## src/rtl/rect_fill_engine.sv

```systemverilog
// -----------------------------------------------------------------------------
// rect_fill_engine
//
// Rectangle-fill engine for the 1-bit framebuffer write port. It accepts one
// rectangle command per valid/ready handshake, clips the far corner to the
// screen, then emits one framebuffer write per cycle in raster order. A reject
// (empty rectangle after clipping) retires immediately and sets a sticky error.
//
// Optional feature (macro RECT_FILL_PATTERN_EN): when defined, a command with
// cmd_pattern=1 fills a checkerboard anchored to absolute screen coordinates
// (fb_din = color ^ x[0] ^ y[0]). When undefined, cmd_pattern is ignored.
//
// Ports:
//   clk          clock (also the framebuffer write clock)
//   rst          asynchronous, active-low reset
//   cmd_valid    command present
//   cmd_ready    engine can accept a command (IDLE only)
//   cmd_x0/x1    inclusive column bounds
//   cmd_y0/y1    inclusive row bounds
//   cmd_color    fill value
//   cmd_pattern  checkerboard request (optional feature only)
//   abort        stop the current fill after the write presented this cycle
//   fb_we        framebuffer write enable
//   fb_addr      framebuffer address, {y, x[log2(H_RES)-1:0]}
//   fb_din       framebuffer write data
//   busy         high in FILL and DONE
//   done         one-cycle pulse when a command retires
//   err          sticky reject flag, cleared by the next accepted command
// -----------------------------------------------------------------------------
module rect_fill_engine #(
    parameter int H_RES       = 1024,
    parameter int V_RES       = 768,
    parameter int COORD_WIDTH = 11,
    parameter int ADDR_WIDTH  = 20
) (
    input  logic                   clk,
    input  logic                   rst,
    input  logic                   cmd_valid,
    output logic                   cmd_ready,
    input  logic [COORD_WIDTH-1:0] cmd_x0,
    input  logic [COORD_WIDTH-1:0] cmd_x1,
    input  logic [COORD_WIDTH-1:0] cmd_y0,
    input  logic [COORD_WIDTH-1:0] cmd_y1,
    input  logic                   cmd_color,
    input  logic                   cmd_pattern,
    input  logic                   abort,
    output logic                   fb_we,
    output logic [ADDR_WIDTH-1:0]  fb_addr,
    output logic                   fb_din,
    output logic                   busy,
    output logic                   done,
    output logic                   err
);

    localparam int XW = $clog2(H_RES);
    localparam logic [COORD_WIDTH-1:0] X_MAX = COORD_WIDTH'(H_RES - 1);
    localparam logic [COORD_WIDTH-1:0] Y_MAX = COORD_WIDTH'(V_RES - 1);

    typedef enum logic [1:0] {
        S_IDLE = 2'd0,
        S_FILL = 2'd1,
        S_DONE = 2'd2
    } state_t;

    state_t state_q, state_d;

    // Command registers
    logic [COORD_WIDTH-1:0] x0_q, x0_d;
    logic [COORD_WIDTH-1:0] cx1_q, cx1_d;
    logic [COORD_WIDTH-1:0] cy1_q, cy1_d;
    logic                   color_q, color_d;
    logic                   pattern_q, pattern_d;

    // Current pixel (the one presented on fb_addr while fb_we is high)
    logic [COORD_WIDTH-1:0] x_q, x_d;
    logic [COORD_WIDTH-1:0] y_q, y_d;

    // Registered outputs
    logic                   cmd_ready_q, cmd_ready_d;
    logic                   fb_we_q, fb_we_d;
    logic [ADDR_WIDTH-1:0]  fb_addr_q, fb_addr_d;
    logic                   fb_din_q, fb_din_d;
    logic                   busy_q, busy_d;
    logic                   done_q, done_d;
    logic                   err_q, err_d;

    logic [COORD_WIDTH-1:0] cx1_clip;
    logic [COORD_WIDTH-1:0] cy1_clip;
    logic                   accept;
    logic                   reject;
    logic                   last_px;
    logic                   pix_din;

    assign accept   = cmd_valid && cmd_ready_q;
    assign cx1_clip = (cmd_x1 > X_MAX) ? X_MAX : cmd_x1;
    assign cy1_clip = (cmd_y1 > Y_MAX) ? Y_MAX : cmd_y1;
    assign reject   = (cmd_x0 > cx1_clip) || (cmd_y0 > cy1_clip);
    assign last_px  = (x_q == cx1_q) && (y_q == cy1_q);

    // -------------------------------------------------------------------------
    // State register and datapath flops
    // -------------------------------------------------------------------------
    always_ff @(posedge clk or negedge rst) begin
        if (!rst) begin
            state_q     <= S_IDLE;
            x0_q        <= '0;
            cx1_q       <= '0;
            cy1_q       <= '0;
            color_q     <= 1'b0;
            pattern_q   <= 1'b0;
            x_q         <= '0;
            y_q         <= '0;
            cmd_ready_q <= 1'b1;
            fb_we_q     <= 1'b0;
            fb_addr_q   <= '0;
            fb_din_q    <= 1'b0;
            busy_q      <= 1'b0;
            done_q      <= 1'b0;
            err_q       <= 1'b0;
        end else begin
            state_q     <= state_d;
            x0_q        <= x0_d;
            cx1_q       <= cx1_d;
            cy1_q       <= cy1_d;
            color_q     <= color_d;
            pattern_q   <= pattern_d;
            x_q         <= x_d;
            y_q         <= y_d;
            cmd_ready_q <= cmd_ready_d;
            fb_we_q     <= fb_we_d;
            fb_addr_q   <= fb_addr_d;
            fb_din_q    <= fb_din_d;
            busy_q      <= busy_d;
            done_q      <= done_d;
            err_q       <= err_d;
        end
    end

    // -------------------------------------------------------------------------
    // Next-state logic
    // -------------------------------------------------------------------------
    always_comb begin
        state_d = state_q;
        case (state_q)
            S_IDLE: begin
                if (accept) begin
                    state_d = reject ? S_DONE : S_FILL;
                end
            end
            S_FILL: begin
                // Abort only ends the fill after the write already on the bus.
                if (last_px || abort) begin
                    state_d = S_DONE;
                end
            end
            S_DONE:  state_d = S_IDLE;
            default: state_d = S_IDLE;
        endcase
    end

    // -------------------------------------------------------------------------
    // Output / datapath logic. Outputs are computed from state_d so they are
    // registered yet line up with the state they describe.
    // -------------------------------------------------------------------------
    always_comb begin
        x0_d      = x0_q;
        cx1_d     = cx1_q;
        cy1_d     = cy1_q;
        color_d   = color_q;
        pattern_d = pattern_q;
        x_d       = x_q;
        y_d       = y_q;
        err_d     = err_q;

        case (state_q)
            S_IDLE: begin
                if (accept) begin
                    x0_d      = cmd_x0;
                    cx1_d     = cx1_clip;
                    cy1_d     = cy1_clip;
                    color_d   = cmd_color;
                    pattern_d = cmd_pattern;
                    x_d       = cmd_x0;
                    y_d       = cmd_y0;
                    err_d     = reject;
                end
            end
            S_FILL: begin
                if (state_d == S_FILL) begin
                    if (x_q == cx1_q) begin
                        x_d = x0_q;
                        y_d = y_q + 1'b1;
                    end else begin
                        x_d = x_q + 1'b1;
                    end
                end
            end
            default: ;
        endcase

`ifdef RECT_FILL_PATTERN_EN
        pix_din = color_d ^ (pattern_d & (x_d[0] ^ y_d[0]));
`else
        pix_din = color_d;
`endif

        cmd_ready_d = (state_d == S_IDLE);
        busy_d      = (state_d != S_IDLE);
        done_d      = (state_d == S_DONE);
        fb_we_d     = (state_d == S_FILL);

        // Address and data hold their last value outside FILL.
        fb_addr_d = fb_addr_q;
        fb_din_d  = fb_din_q;
        if (fb_we_d) begin
            fb_addr_d = ADDR_WIDTH'({y_d, x_d[XW-1:0]});
            fb_din_d  = pix_din;
        end
    end

`ifndef RECT_FILL_PATTERN_EN
    // The pattern request is latched but has no effect in this build.
    logic unused_pattern;
    assign unused_pattern = pattern_q;
`endif

    assign cmd_ready = cmd_ready_q;
    assign fb_we     = fb_we_q;
    assign fb_addr   = fb_addr_q;
    assign fb_din    = fb_din_q;
    assign busy      = busy_q;
    assign done      = done_q;
    assign err       = err_q;

endmodule

```

## config.mk

```make
export PLATFORM = sky130hd
export DESIGN_NAME = rect_fill_engine
export DESIGN_NICKNAME = d
export VERILOG_FILES = /design/src/rtl/rect_fill_engine.sv
export SDC_FILE = /design/constraint.sdc
export NUM_CORES = 1
export LEC_CHECK = 0
export BUFFER_PORTS_ARGS = -buffer_cell sky130_fd_sc_hd__buf_2
export CORE_ASPECT_RATIO = 0.8
export CORE_MARGIN = 1.5
export CORE_UTILIZATION = 60
export DETAILED_ROUTE_END_ITERATION = 8
export GPL_TIMING_DRIVEN = 0
export PLACE_DENSITY_LB_ADDON = 0.12
export SETUP_SLACK_MARGIN = 0.5
export SYNTH_ARGS = -nofsm -noshare
export SYNTH_HDL_FRONTEND = slang
export SYNTH_SLANG_ARGS = --single-unit
```

## constraint.sdc

```tcl
create_clock -name clk -period 6.4 [get_ports clk]
set_clock_uncertainty 0.1 [all_clocks]
set_input_delay 1.28 -clock clk [delete_from_list [all_inputs] [get_ports clk]]
set_output_delay 1.28 -clock clk [all_outputs]
set_load 0.005 [all_outputs]
```

After elaboration in Yosys (flattened, before gate mapping). Cells that the tools add are included.

Flip-flop bits (word level): 84. Latch bits: 0. Bits in writable memories: 0. ROM bits: 0. Output and inout port bits: 26. Word-level logic and storage cells: 57. Memories kept: 0.

Add/subtract/negate cells: 2. $mul: 0. Divide/modulo/power cells: 0. Order comparisons: 4. Equal/unequal tests: 8. Shift-type cells: 0. Mux-type cells: 16. Bitwise logic cells: 0. Reduce and logical (&&, ||, !) cells: 11.

Operators with widths (count): $mux W11 (8); $pmux W11 S2 (2); $add A11 B1 Y11 const B (2); $eq A11 B11 Y1 (2); $gt A11 B10 Y1 const B (2); $gt A11 B11 Y1 (2); $mux W2 (3); $ne A2 B2 Y1 const B (3); $eq A2 B1 Y1 const B (2); $logic_not A2 Y1 (2); $pmux W2 S2 (1); $reduce_and A4 Y1 (1); $reduce_bool A2 Y1 (2); $reduce_and A3 Y1 (1); $eq A2 B2 Y1 const B (1); $logic_and A1 B1 Y1 (2); $logic_or A1 B1 Y1 (2); $mux W1 (2); $reduce_and A2 Y1 (1).

Depth between registers and ports, before layout.
Depth in word-level cells: 10. Gate-level depth with buffers: 15. Gate-level depth less buffers: 13.

Worst setup path before layout. No wires, ideal clock.

Path kind: input -> register. Start: input cmd_y1[8]. End: register fb_addr_q[4], in the netlist fb_addr[4]. Setup time: 0.128 ns. Data arrival time: 3.679 ns. Required time: 6.172 ns. Setup slack: 2.493 ns. Cell stages on the path: 12. Path buffers: 1. Cell sequence: a21o_1 -> clkbuf_1 -> or2_2 -> ha_1 -> nand4_1 -> nor3_1 -> a21o_1 -> o22ai_1 -> o21ai_1 -> o21ai_0 -> a31o_2 -> mux2_1.

Word-level cells in the longest chain between the ends: 10.

RTL lines: start: declaration (line 43) `input logic [COORD_WIDTH-1:0] cmd_y1,`; $gt A11 B10 Y1 (line 96) `assign cy1_clip = (cmd_y1 > Y_MAX) ? Y_MAX : cmd_y1;`; $mux W11 (line 96); net cy1_clip[0] (line 88) `logic [COORD_WIDTH-1:0] cy1_clip;`; $gt A11 B11 Y1 (line 97) `assign reject = (cmd_x0 > cx1_clip) || (cmd_y0 > cy1_clip);`; $logic_or A1 B1 Y1 (line 97); $mux W2 (line 147) `state_d = reject ? S_DONE : S_FILL;`; $mux W2 (line 146) `if (accept) begin`; $pmux W2 S2 (line 144) `case (state_q)`; $eq A2 B1 Y1 (line 189) `if (state_d == S_FILL) begin`; $mux W11 (line 189); $pmux W11 S2 (line 175) `case (state_q)`; net x_d[4] (line 75) `logic [COORD_WIDTH-1:0] x_q, x_d;`; end signal: assignment (line 131) `fb_addr_q <= fb_addr_d;`; end: declaration (line 81) `logic [ADDR_WIDTH-1:0] fb_addr_q, fb_addr_d;`.

The timed path passes the listed nets, and every way through them passes these cells. The select of a mux whose other input is x is not followed. A chain may end at the register's enable or synchronous reset.

Worst setup path after layout.
Start: input cmd_y1[8]. End: register fb_addr_q[4], in the netlist fb_addr[4].

Word-level cells in the longest chain between the ends: 10.

RTL lines (line): $gt A11 B10 Y1 (96); $mux W11 * (96); $gt A11 B11 Y1 * (97); $logic_or A1 B1 Y1 * (97); $mux W2 * (147); $mux W2 * (146); $pmux W2 S2 * (144); $eq A2 B1 Y1 * (189); $mux W11 * (189); $pmux W11 S2 * (175); net x_d[4] (75).

Mark *: on every way through the listed nets, which the timed path passes. The rest lies on a longest branch. The select of a mux whose other input is x is not followed.

==> impl_results.md <==
- Status: completed
- CTS Buf Count: 9
- Final std cells w/o fill: 718
- Min-Delay Endpoint: x0_q[5]
- Slew @ Worst Pin: 0.855 ns
- Die area: 8450 µm²
- Clock Tree Buf Depth: 2
- Hold crit path type: reg2reg
- Post-synth EDFFs: 0
- DRC viols: 0
- Final WL: 13400 µm
- Tot Pwr: 2.82 mW
- Top post-synthesis cells by count: nand2_1 (98), dfrtp_1 (83), nor2_1 (47), o21ai_0 (34), a21oi_1 (27)
- Worst R2R End: fb_addr[16]
- Global-route wire length before repair: 20400 µm
- Worst r2r src: x_q[0]
- Critical Path End Type: flip-flop
- Post-synthesis sequential area ratio: 44.4%
- DRT antenna net count: 0
- Power Density: 512 nW/µm²
- # hold bufs at CTS: 0
- RSZ-0062 raised after global routing: no
- GR Util All Layers: 33.4%
- Post-Syn Area: 4740 µm²
- Layout area overhead: 16.3%
- Yosys top cell by area: dfrtp_1
- Clock-pin slew on the worst setup and hold paths: 0.09 ns
- Routed vias/inst: 6.04
- Top-count cell post-synth: nand2_1
- Post-layout minimum cycle time: 4.49 ns
- Top post-synthesis cells by area: dfrtp_1 (44%), nand2_1 (7.8%), ha_1 (6.3%)
- Static Leak: 2.61 nW
- F_max: 0.223 GHz
- Vias: 4336
- Ys flop type: dfrtp_1
- Endpoints failing hold: 0
- Setup repair bufs after CTS: 0
- Diode count: 0
- Largest net degree at the start of global routing: 51
- Post-Syn Instances: 522
- Total grt overflow: 0
- Seq cells post-synth: 84
- Setup TNS: 0 ns
- Layout Nets: 682
- TritonRoute pass-1 iters: 5
- H-tree depth: 3
- HPWL Detailed: 9980 µm
- Ys Warns: 0
- Worst EP arrival: 4.65 ns
- Worst VDD drop: 0.319 mV
- Reg2Reg Depth: 8
- Hold path cells: 2
- Fin Hold WS: 0.386 ns
- Avg WL per Cell: 18.6 µm
- Vias in the first global route: 3950
- Clk_lat worst skew: 0.37 ns
- CP Launch Type: input port
- Final Max Tran Viols: 0
- Initial antenna violation count: 0
- Initial Util: 62.9%
- I/O Buffers: 73
- Max cap viols: 0
- Max FO, Critical Path: 9
- Setup ws final: 1.91 ns
- # rows: 28
- Mean cell area of the mapped netlist: 9.08 µm²
- Relative slew slack: 42.6%
- Data required, critical path: 6.55 ns
- Root buffer cell: clkbuf_8
- Hold path startpoint: x0_q[5]
- Placed cells: 702
- Period Utilization, post-route: 70.2%
- DR iter-0 viols: 421
- Final setup violation count: 0
- Synth unique cells: 58
- GPL Wtd Cong: 0.947
- Async set-or-reset flop fraction in the synthesized netlist: 100%
- R2R setup slack: 3.47 ns
- Clk sinks: 84
- Die H: 82.5 µm
- CTS resizes: 0
- Core box area: 7530 µm²
- DIE WIDTH: 102 µm
- Worst slack, placed: 1.70 ns
- Share of layout cells above drive strength 1: 20.7%
- TritonCTS clock tree: yes
- # IOs: 76
- Worst setup path category: in2reg
- Yosys top cell area share: 43.8%
==> critical path, cell delays in order <==
cell      delay [ns]
buf_2           0.09
a21o_1          0.10
clkbuf_1        0.32
nor2_1          0.10
ha_1            0.32
a21oi_1         0.14
o21ai_0         0.14
nor4bb_1        0.29
o22ai_1         0.25
o21ai_1         0.74
o21ai_0         0.22
a31o_2          0.33
mux2_1          0.30
==> cells in the final DEF (no fill, tap or decap), drive strengths merged, types with 15 or more instances in the layout <==
master   n
a21oi   30
xor2    23
buf     88
nor2    47
clkbuf  23
nand2   98
nand3   15
ha      24
o21ai   42
dfrtp   83
==> final cells by class <==
class,count,area (µm²)
clock inverters,6,113
repair buffers,74,395
plain buffers,27,135
flip-flops and latches,84,2100
multi-input cells,403,2470
fillers,574,2020
inverters,9,33.8
well taps,105,131
clock buffers,10,128
==> flip-flops by register name, indices dropped and copies added, names as in the netlist <==
signal	cells
cmd_ready	1
err	1
x_q	11
done	1
busy	1
state_q	2
color_q	1
fb_addr	20
cx1_q	11
x0_q	11
fb_we	1
y_q	11
cy1_q	11
fb_din	1
==> power by group <==
part           total (mW)  internal [mW]  switching (mW)  leakage, nW
combinational        1.32          0.522           0.799         1.48
sequential           1.05          0.805           0.244         1.00
clock               0.453          0.260           0.194        0.120
==> worst max-delay path by stage <==
stage / slack (ns) / depth (start not counted) / end / from
after floorplan: 2.49 / 12 / fb_addr[4] / cmd_y1[8]
after global placement: 1.78 / 13 / fb_addr[4] / cmd_y1[8]
after detailed placement: 1.70 / 13 / fb_addr[4] / cmd_y1[8]
after CTS: 2.07 / 13 / fb_addr[4] / cmd_y1[8]
after global routing: 1.83 / 13 / fb_addr[4] / cmd_y1[9]
final: 1.91 / 13 / fb_addr[4] / cmd_y1[8]
==> through the flow <==
| step | area, µm² | util [%] |
|---|---|---|
| global route | 5510 | 73.2 |
| floorplan | 4740 | - |
| global placement | 5240 | 69.6 |
| detailed placement | 5270 | 70.0 |
| finish | 5510 | 73.2 |
| CTS | 5510 | 73.2 |
==> routing by layer <==
metal | global-route usage [%] | up-vias | part of all wire, %
met2 | 47.2 | 259 | 41
li1 | - | 2012 | -
met5 | 0 | - | 0
met1 | 49.6 | 2046 | 45
met3 | 10.7 | 19 | 12
met4 | 8.08 | 0 | 1.3
==> cell families (layout without fill, tap and decap cells) <==
logic type                 after synthesis  after routing  share of synthesized area, %
buffers and inverters                   36            126                          3.56
other                                    1              2                        0.0791
and+or+nand+nor                        214            214                          20.8
adders and majority gates               24             24                          6.34
muxes                                   16             16                          3.75
DFF                                     84             84                          44.4
xor gates and xnor gates                24             24                          4.44
AOI/OAI and AO/OA                      123            123                          16.7
Power figures use the tool's default switching activity.
